## config.mk

```make
export PLATFORM = sky130hd
export DESIGN_NAME = enigma_rotor_stepper
export DESIGN_NICKNAME = d
export VERILOG_FILES = /design/src/rtl/enigma_pkg.sv /design/src/rtl/mod26_inc.sv /design/src/rtl/enigma_rotor_stepper.sv
export SDC_FILE = /design/constraint.sdc
export NUM_CORES = 1
export LEC_CHECK = 0
export ABC_CLOCK_PERIOD_IN_PS = 3590
export BUFFER_PORTS_ARGS = -buffer_cell sky130_fd_sc_hd__buf_2
export CAP_MARGIN = 20
export CORE_MARGIN = 4
export CORE_UTILIZATION = 56
export CTS_BUF_LIST = sky130_fd_sc_hd__clkbuf_16
export DETAILED_ROUTE_END_ITERATION = 8
export HOLD_SLACK_MARGIN = 0.05
export PLACE_DENSITY = 0.85
export SYNTH_ARGS = -nofsm -noshare
export SYNTH_HDL_FRONTEND = slang
export SYNTH_SLANG_ARGS = --single-unit
```

## constraint.sdc

```tcl
create_clock -name clk -period 3.59 [get_ports clk]
set_input_delay 0.5385 -clock clk [delete_from_list [all_inputs] [get_ports clk]]
set_output_delay 0.5385 -clock clk [all_outputs]
set_load 0.05 [all_outputs]
```

## src/rtl/enigma_pkg.sv

```systemverilog
// Shared types, rotor notch positions and the letter test for the reverse-enigma datapath.
// No logic; latency and backpressure do not apply.
package enigma_pkg;

    localparam int LETTERS = 26;

    typedef logic [4:0] letter_t;

    // Carry positions of the historical rotors I..V (Q, E, V, J, Z).
    localparam letter_t NOTCH_I   = 5'd16;
    localparam letter_t NOTCH_II  = 5'd4;
    localparam letter_t NOTCH_III = 5'd21;
    localparam letter_t NOTCH_IV  = 5'd9;
    localparam letter_t NOTCH_V   = 5'd25;

    function automatic logic is_letter(input letter_t c);
        return c < 5'(LETTERS);
    endfunction

endpackage

```

## src/rtl/mod26_inc.sv

```systemverilog
// Conditional modulo-26 increment of one rotor position; purely combinational.
// Zero latency, no handshake; the enable selects step or hold.
module mod26_inc
    import enigma_pkg::*;
(
    input  letter_t inc_in,
    input  logic    inc_en,
    output letter_t inc_out
);

    always_comb begin
        inc_out = inc_in;
        if (inc_en) begin
            inc_out = (inc_in >= 5'(LETTERS - 1)) ? '0 : inc_in + 5'd1;
        end
    end

endmodule

```

## src/rtl/enigma_rotor_stepper.sv

```systemverilog
// Accepts one character per handshake and steps r1/r2/r3 with odometer carry and middle-rotor double-step.
// One-cycle latency into a single-entry output register; in_ready drops while that register is held or a load is in progress.
module enigma_rotor_stepper
    import enigma_pkg::*;
#(
    parameter letter_t R1_NOTCH = NOTCH_I,
    parameter letter_t R2_NOTCH = NOTCH_II,
    parameter int      CNT_W    = 16
) (
    input  logic             clk,
    input  logic             rst_n,
    input  logic             load_en,
    input  logic [4:0]       load_r1,
    input  logic [4:0]       load_r2,
    input  logic [4:0]       load_r3,
    input  logic             in_valid,
    output logic             in_ready,
    input  logic [4:0]       char_in,
    output logic             out_valid,
    input  logic             out_ready,
    output logic [4:0]       data_out,
    output logic             passthru,
    output logic [4:0]       r1_position,
    output logic [4:0]       r2_position,
    output logic [4:0]       r3_position,
    output logic             load_err,
    output logic [CNT_W-1:0] char_count
);

    logic             out_valid_q, out_valid_d;
    letter_t          data_q, data_d;
    logic             passthru_q, passthru_d;
    letter_t          r1_q, r1_d, r2_q, r2_d, r3_q, r3_d;
    logic             load_err_q, load_err_d;
    logic [CNT_W-1:0] cnt_q, cnt_d;

    logic    accept, step, c1, ds;
    letter_t r1_step, r2_step, r3_step;

    assign in_ready = rst_n && !load_en && (!out_valid_q || out_ready);
    assign accept   = in_valid && in_ready;
    assign step     = accept && is_letter(char_in);

    // Carry decisions look at pre-step positions, which is what produces the double-step.
    assign c1 = (r1_q == R1_NOTCH);
    assign ds = (r2_q == R2_NOTCH);

    mod26_inc u_r1_inc (.inc_in(r1_q), .inc_en(step),              .inc_out(r1_step));
    mod26_inc u_r2_inc (.inc_in(r2_q), .inc_en(step && (c1 || ds)), .inc_out(r2_step));
    mod26_inc u_r3_inc (.inc_in(r3_q), .inc_en(step && ds),        .inc_out(r3_step));

    always_comb begin
        r1_d       = r1_step;
        r2_d       = r2_step;
        r3_d       = r3_step;
        load_err_d = load_err_q;
        cnt_d      = cnt_q + CNT_W'(step);
        if (load_en) begin
            // Out-of-range load values become 0 so positions never leave 0..25.
            r1_d       = is_letter(load_r1) ? load_r1 : '0;
            r2_d       = is_letter(load_r2) ? load_r2 : '0;
            r3_d       = is_letter(load_r3) ? load_r3 : '0;
            load_err_d = !is_letter(load_r1) || !is_letter(load_r2) || !is_letter(load_r3);
            cnt_d      = '0;
        end
    end

    always_comb begin
        out_valid_d = out_valid_q;
        data_d      = data_q;
        passthru_d  = passthru_q;
        if (accept) begin
            out_valid_d = 1'b1;
            data_d      = char_in;
            passthru_d  = !is_letter(char_in);
        end else if (out_ready) begin
            out_valid_d = 1'b0;
        end
    end

    always_ff @(posedge clk or negedge rst_n) begin
        if (!rst_n) begin
            out_valid_q <= 1'b0;
            data_q      <= '0;
            passthru_q  <= 1'b0;
            r1_q        <= '0;
            r2_q        <= '0;
            r3_q        <= '0;
            load_err_q  <= 1'b0;
            cnt_q       <= '0;
        end else begin
            out_valid_q <= out_valid_d;
            data_q      <= data_d;
            passthru_q  <= passthru_d;
            r1_q        <= r1_d;
            r2_q        <= r2_d;
            r3_q        <= r3_d;
            load_err_q  <= load_err_d;
            cnt_q       <= cnt_d;
        end
    end

    assign out_valid   = out_valid_q;
    assign data_out    = data_q;
    assign passthru    = passthru_q;
    assign r1_position = r1_q;
    assign r2_position = r2_q;
    assign r3_position = r3_q;
    assign load_err    = load_err_q;
    assign char_count  = cnt_q;

endmodule

```

==> results.yml, run 1 <==
status:
  status: "complete, no violations"
setup_path:
  critical-path-max-stage-delay_ns: 0.50
  path_cells: "buf_2 > o211ai_1 > nand4_2 > inv_2 > ha_1 > nand2_1 > or4_1 > a21oi_1"
  required_ns: 3.79
  crit_path_top_delay_cell: "or4_1"
  end_kind: "flip-flop"
  critPathMaxFanout: 10
  crit_path_start_kind: "primary input"
  worstPathArrival_ns: 2.52
  worstSetupPathType: "in -> reg"
synthesis:
  async_flop_share_pct: 100.0
  seq_area_frac_synth_pct: 42.93
  synth_edf_count: 0
  syn_avg_cell_area_sq_um: 9.552
  syn_nets: 273
  ys_types: 47
  synth_flop_cell: "dfrtp_1"
  ys_ff_latch: 39
  yosysWarnings: 0
  netlist_area_sq_mm: 0.002273
  syn_inst: 238
floorplan:
  die_area_sq_mm: 0.005143
  start_util_pct: 59.85
  io_pins: 65
  row_count: 22
  fp.coreArea_sq_mm: 0.003799
  die_h_um: 71.72
  chipWidth_um: 71.72
drt:
  num_vias: 2111
  drc: 0
  viasPerCell: 6.031
  drt_pass1_iterations: 4
  drtAntennaViolNets: 0
  dr.first_iter.drc_count: 218
  wl_mm: 5.530
  wire_per_inst_um: 15.80
grt:
  grt.total_usage_pct: 22.61
  grt_pass1_vias: 1935
  antenna_found_initial: 0
  grt_pass1_wl_mm: 9.211
  grt-ovfl-total: 0
  grt_max_degree: 45
clock_network:
  hold_buffers: 0
  cts_buffers: 5
  cts_tree: "built"
  cts-root-buf: "clkbuf_16"
  cts.repair.resized: 0
  cts.sinks: 39
  insertion_delay_ns: 0.28
  path_clk_slew_ns: 0.05
  cts-htree-levels: 2
  cts_setup_buffers: 0
  cts_buffer_depth: 2
power:
  p_seq_share_pct: 39.6
  pwr-share-comb_pct: 31.4
  leakage_uw: 0.001322
  ir_drop_uv: 365.5
  power_density_mw_per_mm2: 514.2
  switchingPower_uw: 543.1
  switching_share_pct: 38.45
  clock_power_share_pct: 28.9
  p_int_uw: 869.1
sta:
  setup-tns-final_ns: 0
  post-route-period-util_pct: 64.55
  slew_headroom_pct: 52.39
  fmax_mhz: 431.6
  max_slew.worst_pin.slew_ns: 0.7049
  final.setup.worst_slack_ns: 1.273
  slew_violations: 0
  min_period_ns: 2.317
  rsz0062_at_grt: "false"
  finClkSkew_ns: 0.002369
  finalHoldViolations: 0
  finalSetupViolCount: 0
finish:
  antenna-diode-count: 0
  final_cells: 350
  area.growth.synth_to_final_pct: 20.80
  nets: 336
  stdcell_area_sq_mm: 0.002746
  layout-drive-gt1-share_pct: 27.15
place:
  dp_hpwl_mm: 4.062
  globalplace.congestion: 0.9301
  dp_cells: 342
  placed_area_sq_mm: 0.002610
  dp_slack_ns: 1.008
  io_buffers: 64
hold_path:
  hold_path.class: "in -> async"
job:
  max_cap_viol_count: 0
==> power groups by stage <==
stage | combinational [uW] | clock, uW | sequential, uW
after floorplan | 151 | 0 | 733
after global placement | 433 | 0 | 563
after detailed placement | 445 | 0 | 566
after CTS | 446 | 421 | 559
after global routing | 478 | 443 | 573
final | 444 | 409 | 560
==> final timing paths <==
kind                              from             end  slack, ns  cells past startpoint
max                         char_in[1]  char_count[14]       1.27                      8
min                              rst_n   char_count[8]       0.36                      2
max reg2reg                  out_valid  char_count[14]       1.44                      7
min reg2reg                data_out[3]     data_out[3]       0.51                      1
max in group asynchronous        rst_n  r1_position[0]       2.87                      2
min in group clk            char_in[0]     data_out[0]       0.50                      2
==> cells in the final DEF, fill, tap and decap left out, types with 3 or more instances in the layout <==
master,instances
o21ai_0,10
a21oi_1,11
nor3_1,3
o311ai_0,5
xor2_1,11
nor2_1,17
and3_1,7
and2_1,3
mux2_2,7
nand3_1,20
o211ai_1,6
a31oi_1,8
dfrtp_1,39
inv_1,15
clkbuf_16,5
nand2_1,13
or3_1,3
buf_2,64
nand4_1,8
ha_1,10
or4_1,3
==> per-stage QoR <==
| step | util, % | hold slack [ns] | total power, uW |
|---|---|---|---|
| floorplan | - | 0.2429 | 883.6 |
| global placement | 68.71 | 0.4833 | 995.3 |
| detailed placement | 68.71 | 0.4962 | 1011 |
| CTS | 72.30 | 0.3835 | 1427 |
| global route | 72.30 | 0.4189 | 1493 |
| finish | 72.30 | 0.3568 | 1412 |
==> kinds of logic (layout without fill, tap and decap cells) <==
kind of cell    Yosys count  after routing  synth area share (%)
compound gates           55             55                 16.35
xor+xnor                 12             12                 4.623
fa+ha+maj                10             10                 5.504
buf+inv                  25             89                 5.063
flops                    39             39                 42.93
mux                       9              9                 4.348
simple gates             88             88                 21.19
==> cell type report <==
class	instances	area, sq um
Tap cell	48	60.06
Clock buffer	5	125.1
Sequential cell	39	975.9
Clock inverter	3	11.26
Multi-Input combinational cell	174	1182
Inverter	15	56.30
Timing Repair Buffer	66	335.3
Fill cell	286	1052
==> flip-flops by register name (all words and copies together) (netlist names) <==
register and cells:
char_count 16, data_out 5, load_err 1, out_valid 1, passthru 1, r1_position 5
r2_position 5, r3_position 5
==> metal layers <==
metal,up-vias,part of all wire (%),GRT usage [%]
met2,86,49,36.12
met4,0,1.6,8.768
met5,-,0,0
li1,1005,-,-
met3,9,7.1,4.348
met1,1011,42,30.31
==> cell usage after synthesis, drive strengths merged (2+ instances only) <==
| library cell | instances | area share (%) |
|---|---|---|
| a41oi | 2 | 0.77 |
| o311ai | 5 | 1.9 |
| mux2i | 2 | 0.88 |
| nor2 | 17 | 2.8 |
| ha | 10 | 5.5 |
| nand4bb | 2 | 0.99 |
| and4 | 2 | 0.77 |
| o22ai | 2 | 0.55 |
| a21oi | 11 | 2.4 |
| and2 | 3 | 0.83 |
| or3 | 3 | 0.83 |
| nor3 | 3 | 0.66 |
| mux2 | 7 | 3.5 |
| inv | 15 | 2.5 |
| a221oi | 2 | 0.77 |
| dfrtp | 39 | 43 |
| o211ai | 6 | 2.0 |
| clkbuf | 5 | 0.83 |
| buf | 5 | 1.8 |
| o21ai | 10 | 2.2 |
| nand3 | 20 | 4.4 |
| nor2b | 2 | 0.55 |
| or4 | 4 | 1.5 |
| nand4 | 9 | 2.8 |
| xor2 | 11 | 4.2 |
| and3 | 7 | 1.9 |
| a31oi | 9 | 2.8 |
| nand2 | 13 | 2.1 |
==> critical path: cells and delay by family <==
family | cells | cell delay [ns]
adder cells (fa/ha/maj) | 1 | 0.34
buffers and inverters | 2 | 0.33
AO/OA/AOI/OAI | 2 | 0.44
AND/OR/NAND/NOR | 3 | 0.85
(Power assumes the default switching activity.)
==> run 2, diff against run 1 <==
- ABC_CLOCK_PERIOD_IN_PS: 3590 -> 2300
- CORE_UTILIZATION: 56 -> 52
- PLACE_DENSITY: 0.85 -> 0.8
- clock period: 3.59 -> 2.3 ns (I/O delays scaled with it)
==> results.yml, run 2 (synthesized netlist as in run 1, its figures left out) <==
job:
  max_cap_viol_count: 0
clock_network:
  hold_buffers: 0
  cts.repair.resized: 0
  cts_tree: "built"
  cts_buffers: 5
  cts_setup_buffers: 0
  cts-root-buf: "clkbuf_16"
  cts-htree-levels: 2
  cts_buffer_depth: 2
  path_clk_slew_ns: 0.06
  insertion_delay_ns: 0.28
  cts.sinks: 39
drt:
  drc: 0
  wire_per_inst_um: 14.79
  num_vias: 2089
  drtAntennaViolNets: 0
  drt_pass1_iterations: 4
  dr.first_iter.drc_count: 138
  viasPerCell: 5.901
  wl_mm: 5.236
floorplan:
  die_area_sq_mm: 0.005494
  io_pins: 65
  start_util_pct: 55.24
  fp.coreArea_sq_mm: 0.004115
  chipWidth_um: 74.12
  die_h_um: 74.12
  row_count: 23
power:
  power_density_mw_per_mm2: 795.5
  leakage_uw: 0.001334
  power.total_uw: 2203
  ir_drop_uv: 607.2
sta:
  finalHoldViolations: 0
  slew_violations: 0
  fmax_mhz: 505.7
  post-route-period-util_pct: 85.98
  setup-tns-final_ns: 0
  finalSetupViolCount: 0
  slew_headroom_pct: 56.65
  min_period_ns: 1.978
  rsz0062_at_grt: "false"
  max_slew.worst_pin.slew_ns: 0.6418
  finClkSkew_ns: 0.003372
finish:
  mostFrequentLayoutCell: "buf_2"
  mostFrequentLayoutCells: "buf_2 (64), dfrtp_1 (39), nand3_1 (20)"
  nets: 339
  fillers: 354
  layout-drive-gt1-share_pct: 28.29
  area.growth.synth_to_final_pct: 21.79
  largest_reg_flops: 16
  final_cells: 354
  antenna-diode-count: 0
setup_path:
  rr_worst_depth: 6
  ff2ff_setup_slack_ns: 0.32
  crit_path_start_kind: "flip-flop"
  worstSetupPathType: "reg -> reg"
  worstPathArrival_ns: 2.17
  crit_start: "r1_position[1]"
  critPathMaxFanout: 5
  r2r_end: "r1_position[2]"
  end_kind: "flip-flop"
  crit_end: "r1_position[2]"
  required_ns: 2.49
  r2r_start: "r1_position[1]"
grt:
  grt_pass1_vias: 1878
  grt_pass1_wl_mm: 8.487
  grt.total_usage_pct: 19.98
  antenna_found_initial: 0
  grt_max_degree: 45
  grt-ovfl-total: 0
place:
  dp_cells: 347
  dp_hpwl_mm: 3.900
  globalplace.congestion: 0.8931
  io_buffers: 64
hold_path:
  hold_path.class: "in -> async"
status:
  status: "complete, no violations"
-- run 2: cell count changes in the layout (fill, tap and decap cells not counted) --
cell	previous run	this run
buf_4	2	5
clkinv_1	2	1
clkinv_2	0	1
inv_1	15	14
-- run 2: final cells by class --
type | instances | area (sq um) | share of cell area, %
clock inverter | 2 | 8.758 | 0.3163
tap | 50 | 62.56 | 2.259
timing repair buffer | 69 | 357.8 | 12.92
clock buffer | 5 | 125.1 | 4.519
inverter | 15 | 56.30 | 2.033
sequential | 39 | 975.9 | 35.25
multi-input combinational | 174 | 1182 | 42.70
-- run 2: worst min path at each step --
stage               endpoint  slack (ns)  cells after the start
2_1_floorplan  char_count[0]        0.05                      0
3_3_place_gp   char_count[9]        0.47                      2
3_5_place_dp   char_count[6]        0.47                      2
4_1_cts        char_count[6]        0.18                      2
5_1_grt        char_count[2]        0.21                      2
6_report       char_count[9]        0.16                      2
-- run 2: routing by layer --
| layer | wire (um) | track usage, % | up-vias |
|---|---|---|---|
| met3 | 326 | 6.351 | 9 |
| met2 | 2511 | 31.79 | 64 |
| met1 | 2314 | 25.79 | 993 |
| li1 | - | - | 1023 |
| met4 | 84 | 6.841 | 0 |
| met5 | 0 | 0 | - |
-- run 2: through the flow --
stage          hold slack [ns]  instance area, sq um  utilization (%)  setup slack (ns)
2_1_floorplan          0.04941                  2273                -            0.1492
3_3_place_gp            0.4732                  2635            64.03            0.1894
3_5_place_dp            0.4726                  2635            64.03            0.1390
4_1_cts                 0.1768                  2769            67.28            0.3285
5_1_grt                 0.2062                  2769            67.28            0.2076
6_report                0.1616                  2769            67.28            0.3224
-- run 2: report_power, final --
part	switching, uW	total, uW	internal, uW
registers	105	872	767
logic	487	687	200
clock network	254	644	389
-- run 2: critical path, stage by stage, from the launching register on --
cell	delay, ns
dfrtp_1	0.40
inv_1	0.10
ha_1	0.17
or4_1	0.56
a31oi_2	0.33
a32oi_1	0.15
o22ai_1	0.18
